File: config.mk
export PLATFORM = sky130hd
export DESIGN_NAME = data_mem_access
export DESIGN_NICKNAME = d
export VERILOG_FILES = /design/src/rtl/data_mem_access.sv
export SDC_FILE = /design/constraint.sdc
export NUM_CORES = 1
export LEC_CHECK = 0
export BUFFER_PORTS_ARGS = -buffer_cell sky130_fd_sc_hd__buf_2
export CAP_MARGIN = 20
export CELL_PAD_IN_SITES_DETAIL_PLACEMENT = 1
export CELL_PAD_IN_SITES_GLOBAL_PLACEMENT = 1
export CORE_MARGIN = 5
export CORE_UTILIZATION = 35
export CTS_BUF_LIST = sky130_fd_sc_hd__clkbuf_4
export DETAILED_ROUTE_END_ITERATION = 8
export GPL_TIMING_DRIVEN = 0
export PLACE_DENSITY_LB_ADDON = 0.1
export SLEW_MARGIN = 30
export SYNTH_ARGS = -nofsm -noshare
export SYNTH_HDL_FRONTEND = slang
export SYNTH_SLANG_ARGS = --single-unit
File: constraint.sdc
create_clock -name clk -period 1.55 [get_ports clk]
set_clock_uncertainty 0.1 [all_clocks]
set_input_delay 0.0775 -clock clk [delete_from_list [all_inputs] [get_ports clk]]
set_output_delay 0.0775 -clock clk [all_outputs]
set_load 0.05 [all_outputs]
File: src/rtl/data_mem_access.sv
// Multi-cycle load/store unit: turns a decoder MemRead/MemWrite into one req/ack
// bus transaction, stalls the core meanwhile, and formats half-word lanes.
module data_mem_access #(
  parameter int ADDR_W  = 9,
  parameter int TIMEOUT = 16
) (
  input  logic              clk,
  input  logic              reset,
  input  logic              MemRead,
  input  logic              MemWrite,
  input  logic              half,
  input  logic [ADDR_W-1:0] addr,
  input  logic [31:0]       wr_data,
  output logic              stall,
  output logic              done,
  output logic              err,
  output logic [31:0]       rd_data,
  output logic              mem_req,
  output logic              mem_we,
  output logic [ADDR_W-3:0] mem_addr,
  output logic [3:0]        mem_be,
  output logic [31:0]       mem_wdata,
  input  logic              mem_ack,
  input  logic [31:0]       mem_rdata
);

  localparam int CNT_W = (TIMEOUT > 2) ? $clog2(TIMEOUT) : 1;

  typedef enum logic [1:0] {IDLE, REQ, DONE} state_t;

  state_t             state, state_nxt;
  logic [CNT_W-1:0]   cnt;
  logic               half_q, a1_q, err_q;
  logic               start, misaligned, timeout;

  function automatic logic [31:0] fmt_load(input logic h, input logic a1,
                                           input logic [31:0] d);
    logic signed [15:0] hw;
    if (!h) return d;
    hw = a1 ? d[31:16] : d[15:0];
    return {{16{hw[15]}}, hw};
  endfunction

  assign start      = MemRead | MemWrite;
  assign misaligned = half ? addr[0] : (addr[1:0] != 2'b00);
  assign timeout    = (cnt == CNT_W'(TIMEOUT - 1)) && !mem_ack;

  always_ff @(posedge clk or negedge reset) begin
    if (!reset) state <= IDLE;
    else        state <= state_nxt;
  end

  always_comb begin
    state_nxt = state;
    stall     = 1'b0;
    done      = 1'b0;
    mem_req   = 1'b0;
    case (state)
      IDLE: begin
        if (start) begin
          stall     = 1'b1;
          state_nxt = misaligned ? DONE : REQ;
        end
      end
      REQ: begin
        stall   = 1'b1;
        mem_req = 1'b1;
        if (mem_ack || timeout) state_nxt = DONE;
      end
      DONE: begin
        done      = 1'b1;
        state_nxt = IDLE;
      end
      default: state_nxt = IDLE;
    endcase
  end

  assign err = done & err_q;

  // Request latch in IDLE; completion capture in REQ.
  always_ff @(posedge clk or negedge reset) begin
    if (!reset) begin
      cnt       <= '0;
      half_q    <= 1'b0;
      a1_q      <= 1'b0;
      err_q     <= 1'b0;
      mem_we    <= 1'b0;
      mem_addr  <= '0;
      mem_be    <= 4'b0000;
      mem_wdata <= '0;
      rd_data   <= '0;
    end else begin
      case (state)
        IDLE: begin
          cnt <= '0;
          if (start) begin
            half_q    <= half;
            a1_q      <= addr[1];
            mem_we    <= MemWrite;
            err_q     <= misaligned;
            mem_addr  <= addr[ADDR_W-1:2];
            mem_be    <= half ? (addr[1] ? 4'b1100 : 4'b0011) : 4'b1111;
            mem_wdata <= half ? {wr_data[15:0], wr_data[15:0]} : wr_data;
          end
        end
        REQ: begin
          cnt <= cnt + 1'b1;
          if (mem_ack) begin
            err_q <= 1'b0;
            if (!mem_we) rd_data <= fmt_load(half_q, a1_q, mem_rdata);
          end else if (timeout) begin
            err_q <= 1'b1;
            if (!mem_we) rd_data <= '0;
          end
        end
        default: cnt <= '0;
      endcase
    end
  end

endmodule

==> results of run 1 <==
==> power breakdown <==
part	internal (mW)	switching, mW	leakage (nW)	total [mW]
Combinational	2.35	4.84	1.81	7.18
Clock	0.660	0.753	0.0761	1.41
Sequential	3.08	0.609	0.999	3.69
==> state kept, by name (all words and copies together) (netlist names) <==
signal     count
mem_be         2
mem_wdata     32
err_q          1
state          2
mem_we         1
a1_q           1
mem_addr       7
rd_data       32
half_q         1
cnt            4
==> metrics by stage <==
stage	worst slack, ns	cells	hold WS (ns)	power (mW)	setup TNS [ns]
final	0.0210	664	0.126	12.3	0
after global routing	-0.0603	664	0.171	12.9	-1.20
after CTS	-0.00636	658	0.121	12.0	-0.0147
after detailed placement	-0.0806	556	-0.118	10.3	-2.62
after global placement	-0.672	555	0.209	10.1	-43.83
after floorplan	0.0157	262	-0.318	8.61	0
==> final timing paths <==
check,from,end,depth (start not counted)
max,state[1],rd_data[21],5
min,half,mem_be[1],3
max reg2reg,state[1],rd_data[21],5
min reg2reg,cnt[0],cnt[0],1
max in group asynchronous,reset,rd_data[18],4
min in group asynchronous,reset,rd_data[6],3
==> area by class of cell <==
class,instances,area (um^2)
fill,1089,4310
sequential,83,2080
timing repair buffer,252,1800
multi-input combinational,159,1670
buffer,17,179
tap,136,170
clock inverter,5,78.8
clock buffer,10,75.1
inverter,2,11.3
==> worst min-delay path: stages <==
cell and delay, ns:
clkbuf_1 0.25, nand2_1 0.15, mux2_2 0.13
==> timing repair <==
action,CTS,global route
hold buffers,79,0
pin swaps,2,10
endpoints found under the hold margin,161,0
setup buffers,8,5
cloned,0,2
endpoints found under the setup margin,65,39
gates resized for setup,16,25
==> kinds of logic after synthesis <==
logic type      after synthesis
xor+xnor                      2
flops                        83
fa+ha+maj                     1
mux                          77
simple gates                 37
buf+inv                      20
compound gates               42
==> cells in the final DEF (no fill, tap or decap), types with 2 or more instances in the layout <==
master,n
buf_8,5
dfrtp_1,81
buf_2,155
bufinv_16,2
nor2_1,18
nand2b_1,2
mux2_1,9
clkinvlp_4,3
nand3_1,2
buf_12,3
nand2_1,3
dfrtp_2,2
o2bb2ai_1,16
dlygate4sd3_1,78
clkbuf_1,2
nor2_4,2
clkbuf_4,10
buf_6,8
clkbuf_16,2
mux2_2,50
o2bb2ai_2,10
o2bb2ai_4,6
mux2i_1,18
buf_4,14
==> routing by layer <==
metal  track usage [%]  up-vias  routed length, um
met5                 0        -                  0
met4              4.81        0                168
met3              4.81       13                715
met2              32.8       92               6430
met1              23.8     1604               5110
li1                  -     1473                  -
==> results.md, run 1 <==
- F_max: 654 MHz
- Ports: 159
- Synthesized flop and latch total: 83
- CP Class: register to register
- Simple-gate share of the synthesized area: 5.26%
- Worst path bufs/invs: 2
- CTS sink cnt: 83
- Initial DRT Pass Iterations: 4
- Hold Path Class: input pin to register
- Ys flop type: dfrtp_1
- HPWL after DPL: 7.96 mm
- Vias in the first global route: 3520
- Final period utilization: 98.6%
- Fin crit period: 1.53 ns
- # DRC: 0
- Post-Synth XOR/XNOR Area: 0.469%
- Syn_area_per_cell: 14.3 um^2
- Critical path endpoint category: register
- Routed Antenna Nets: 0
- Post-Synth Adder-Cell Area: 0.335%
- Status: finished clean
- Gr ovfl total: 0
- WL/cell: 18.7 um
- CP max-delay cell: dfrtp_2
- Dominant cells by area after synthesis: dfrtp_1 56%, mux2_2 15%, o2bb2ai_1 5.2%
- Crit-path cells: nand4bb_1, buf_6, a21o_4, buf_12, o2bb2ai_2
- WP data required: 1.79 ns
- DR iter-0 viols: 95
- Cell area after layout: 6060 um^2
- Compound-gate portion of the synthesized area: 11.5%
- Global-route wire length before repair: 19.2 mm
- Top Family by Delay on Critical Path: flip-flops
- Count leader, synth: dfrtp_1
- Die H: 113 um
- Synth Cell Area: 3730 um^2
- Crit-path max FO: 7
- Startpoint Class: register
- Max_cap viols: 0
- Largest family of logic cells by synthesized area: multiplexers
- I/O Buffers: 157
- Placer congestion estimate: 0.746
- Antenna Cells: 0
- WL final: 12.4 mm
- Num CTS Buffers: 9
- Clk buf depth: 2
- CP arrival: 1.77 ns
- Area after DPL: 4750 um^2
- Final Max Tran Viols: 0
- Reg2reg setup slack: 0.02 ns
- Power per Cell Area: 2030 nW/um^2
- DR vias: 3182
- Largest area contributor in the netlist: dfrtp_1
- Final Util: 58.4%
- Slew HR: 59.5%
- Total GRT Usage: 19.0%
- Placement Rows: 37
- Die ar.: 12800 um^2
- TritonCTS clock tree: done
- Clk_lat worst skew: 0.41 ns
- Distinct cells, synth: 39
- Synthesized Nets: 342
- Htree depth: 3
- Finish-stage setup viols: 0
- Number of cells produced by synthesis: 262
- EDFF count, synth: 0
- Share of layout cells above drive strength 1: 53.8%
- Initial antenna violation count: 0
- Warnings from Yosys: 0
- Post-synth top cells: 83 x dfrtp_1, 50 x mux2_2, 22 x o2bb2ai_1
- Clock transition at path regs: 0.13 ns
- Core box area: 10400 um^2
- VDD IR-drop max: 1140 uV
- Sequential share of the synthesized area: 55.6%
- Largest net degree at the start of global routing: 55
- RSZ-0062 raised after global routing: true
- Final Hold Viols: 0
- Critical Path Max Stage Delay: 0.48 ns
- NumNets Final: 604
- Synth top area share: 55.6%
- Async SR Flop Fraction: 100%
- Mux cell area share after synthesis: 22.6%
- Slew @ Worst Pin: 0.608 ns
- Initial core utilization: 36.0%
- Root buffer cell: clkbuf_4
- Synthesis-to-finish area growth: 62.3%
- Leak Pwr: 2.89 nW
- Die X-Extent: 113 um
- Vias per cell: 4.79
Note: power is estimated with default switching activity, not from simulation.
==> run 2, diff against run 1 <==
--- a/config.mk
+++ b/config.mk
@@ -9,10 +9,12 @@
 export CAP_MARGIN = 20
 export CELL_PAD_IN_SITES_DETAIL_PLACEMENT = 1
 export CELL_PAD_IN_SITES_GLOBAL_PLACEMENT = 1
+export CORE_ASPECT_RATIO = 1.4
 export CORE_MARGIN = 5
 export CORE_UTILIZATION = 35
 export CTS_BUF_LIST = sky130_fd_sc_hd__clkbuf_4
 export DETAILED_ROUTE_END_ITERATION = 8
+export GPL_ROUTABILITY_DRIVEN = 0
 export GPL_TIMING_DRIVEN = 0
 export PLACE_DENSITY_LB_ADDON = 0.1
 export SLEW_MARGIN = 30
==> run 2 against run 1 <==
Compared with the run above:
- non-clock buffer count shrank 1
- routed wire length rose by 3.8%
- sequential share of layout area decreased by 0.84 points
- critical path type unchanged
- fmax shrank 4.8%
- setup slack worse by 0.077 ns
- largest cell class unchanged
- first-iteration DRC count down 43%
- cell count rose by 0.30%
- core utilization increased by 1.3 points
- total power grew 3.8%
- the flow now finishes with violations (setup timing)
==> results.md, run 2 (synthesis gave the netlist of run 1 again) <==
- Status: complete, but fails checks
- Failing checks: setup timing
- Antenna Cells: 0 (unchanged)
- Initial core utilization: 35.9% (-0.12 points)
- Num CTS Buffers: 9 (unchanged)
- Die ar.: 12900 um^2 (+0.23%)
- WL/cell: 19.4 um (+3.5%)
- Clock Power Share: 12.5% (+1.0 points)
- F_max: 623 MHz (-4.8%)
- Sw Pwr: 6.30 mW (+1.7%)
- TritonCTS clock tree: done
- Design Power: 12.8 mW (+3.8%)
- Final hold slack: 0.0858 ns (-0.0400 ns)
- CP arrival: 1.83 ns (+0.06 ns)
- Routed Antenna Nets: 0 (unchanged)
- I/O Buffers: 157 (unchanged)
- WP data required: 1.78 ns (about the same)
- Vias per cell: 4.82 (+0.67%)
- CTS sink cnt: 83 (unchanged)
- Clk_lat worst skew: 0.44 ns (+0.03 ns)
- Total GRT Usage: 19.0% (about the same)
- Slew HR: 58.4% (-1.0 points)
- Hold Path Class: input pin to register
- Crit-path max FO: 10 (+3)
- DR vias: 3213 (+0.97%)
- VDD IR-drop max: 1040 uV (-8.8%)
- Clock transition at path regs: 0.13 ns (about the same)
- Final setup margin: -0.0561 ns (-0.0771 ns)
- Area after DPL: 4750 um^2 (about the same)
- Largest regs: mem_wdata: 32 flops, rd_data: 32 flops, mem_addr: 7 flops
- Critical path endpoint category: register
- Largest net degree at the start of global routing: 63 (+15%)
- Setup TNS: -0.277 ns (-0.277 ns)
- Root buffer cell: clkbuf_4
- Fillcell total: 1060 (-2.7%)
- Final period utilization: 104% (+5.0 points)
- Placement Rows: 44 (+19%)
- Core box area: 10400 um^2 (+0.34%)
- Power per Cell Area: 2050 nW/um^2 (+1.2%)
- Slew @ Worst Pin: 0.623 ns (+0.0154 ns)
- DR iter-0 viols: 54 (-43%)
- Die X-Extent: 97.3 um (-14%)
- Gr ovfl total: 0 (unchanged)
- Sw frac: 49.4% (-1.0 points)
- Commonest cells after routing, fill and taps aside: 155 x buf_2, 81 x dfrtp_1, 78 x dlygate4sd3_1
- CP Class: register to register
- Clk buf depth: 2 (unchanged)
- Synthesis-to-finish area growth: 66.4%
- Internal Pwr Total: 6.45 mW (+5.9%)
- Sequential power share: 29.3% (-0.7 points)
- Die H: 132 um (+17%)
- Final Max Tran Viols: 0 (unchanged)
- Finish-stage setup viols: 17 (+17)
- HPWL after DPL: 7.95 mm (-0.10%)
- # DRC: 0 (unchanged)
- Comb pwr share: 58.2% (-0.3 points)
- Startpoint Class: register
- Cell area after layout: 6210 um^2 (+2.5%)
- Ports: 159 (unchanged)
- Share of layout cells above drive strength 1: 57.8% (+4.0 points)
- WL final: 12.9 mm (+3.8%)
- Max_cap viols: 0 (unchanged)
- Fin crit period: 1.61 ns (+0.0771 ns)
- Most common cell after layout, fill and taps aside: buf_2
- RSZ-0062 raised after global routing: true
- Initial DRT Pass Iterations: 4 (unchanged)
- Final Hold Viols: 0 (unchanged)
- Htree depth: 3 (unchanged)
- Global-route wire length before repair: 19.5 mm (+1.3%)
- NumNets Final: 603 (-0.17%)
- Vias in the first global route: 3649 (+3.7%)
- Leak Pwr: 2.92 nW (+1.3%)
- Initial antenna violation count: 0 (unchanged)
## run 2: cell count changes in the layout (fill, tap and decap cells not counted), moves of 2 or more
cell,previous run,this run
buf_4,14,12
clkinv_2,0,2
clkinvlp_4,3,1
mux2_1,9,6
mux2_4,0,3
mux2i_1,18,15
mux2i_2,0,3
o2bb2ai_1,16,2
o2bb2ai_2,10,24
## run 2: repair_timing
action / in CTS / in global routing
pin swaps: 2 / 5
resized for setup: 17 / 46
hold endpoints to repair: 161 / 0
setup endpoints to repair: 63 / 43
cloned: 0 / 3
setup buffers: 7 / 4
hold buffers: 78 / 0
## run 2: power groups by stage
stage	Sequential, mW	Combinational (mW)	Clock, mW
3_3_place_gp	3.62	6.53	0
5_1_grt	3.86	7.73	1.75
3_5_place_dp	3.66	6.60	0
2_1_floorplan	6.71	1.91	0
6_report	3.74	7.42	1.60
4_1_cts	3.63	6.92	1.65
## run 2: stage by stage
stage | setup WS, ns | std cells | util [%]
final | -0.0561 | 666 | 59.7
after global routing | -0.115 | 666 | 59.7
after CTS | -0.0505 | 659 | 56.1
after detailed placement | -0.0681 | 558 | 45.7
after global placement | -0.609 | 557 | 45.3
after floorplan | 0.0157 | 262 | -
## run 2: path summary, 6_finish.rpt
kind                                     to  slack [ns]   start  cells after the start
worst max-delay path            rd_data[14]       -0.06  half_q                      5
worst min-delay path              mem_be[1]        0.09    half                      3
worst max register to register  rd_data[14]       -0.06  half_q                      5
worst min register to register       cnt[0]        0.38  cnt[0]                      1
max in group asynchronous       mem_addr[3]        0.30   reset                      4
min in group asynchronous       rd_data[12]        0.47   reset                      3
## run 2: layout make-up
cell class	count	area, um^2	area share (%)
sequential	83	2080	33.5
multi-input combinational	159	1790	28.8
timing repair buffer	250	1790	28.8
buffer	18	193	3.10
tap	138	173	2.78
clock inverter	6	104	1.67
clock buffer	10	75.1	1.21
inverter	2	11.3	0.181
## run 2: critical path, stage by stage (launching register included)
cell and delay [ns]:
dfrtp_1 0.38, buf_2 0.19, nand2_4 0.16, clkbuf_8 0.24
mux2i_1 0.34, o2bb2ai_4 0.08
## run 2: per-layer routing
layer	track usage [%]	part of all wire, %	up-vias
met5	0	0	-
met4	7.24	1.9	0
met3	5.24	5.9	16
met2	34.6	55	117
met1	20.8	37	1602
li1	-	-	1478
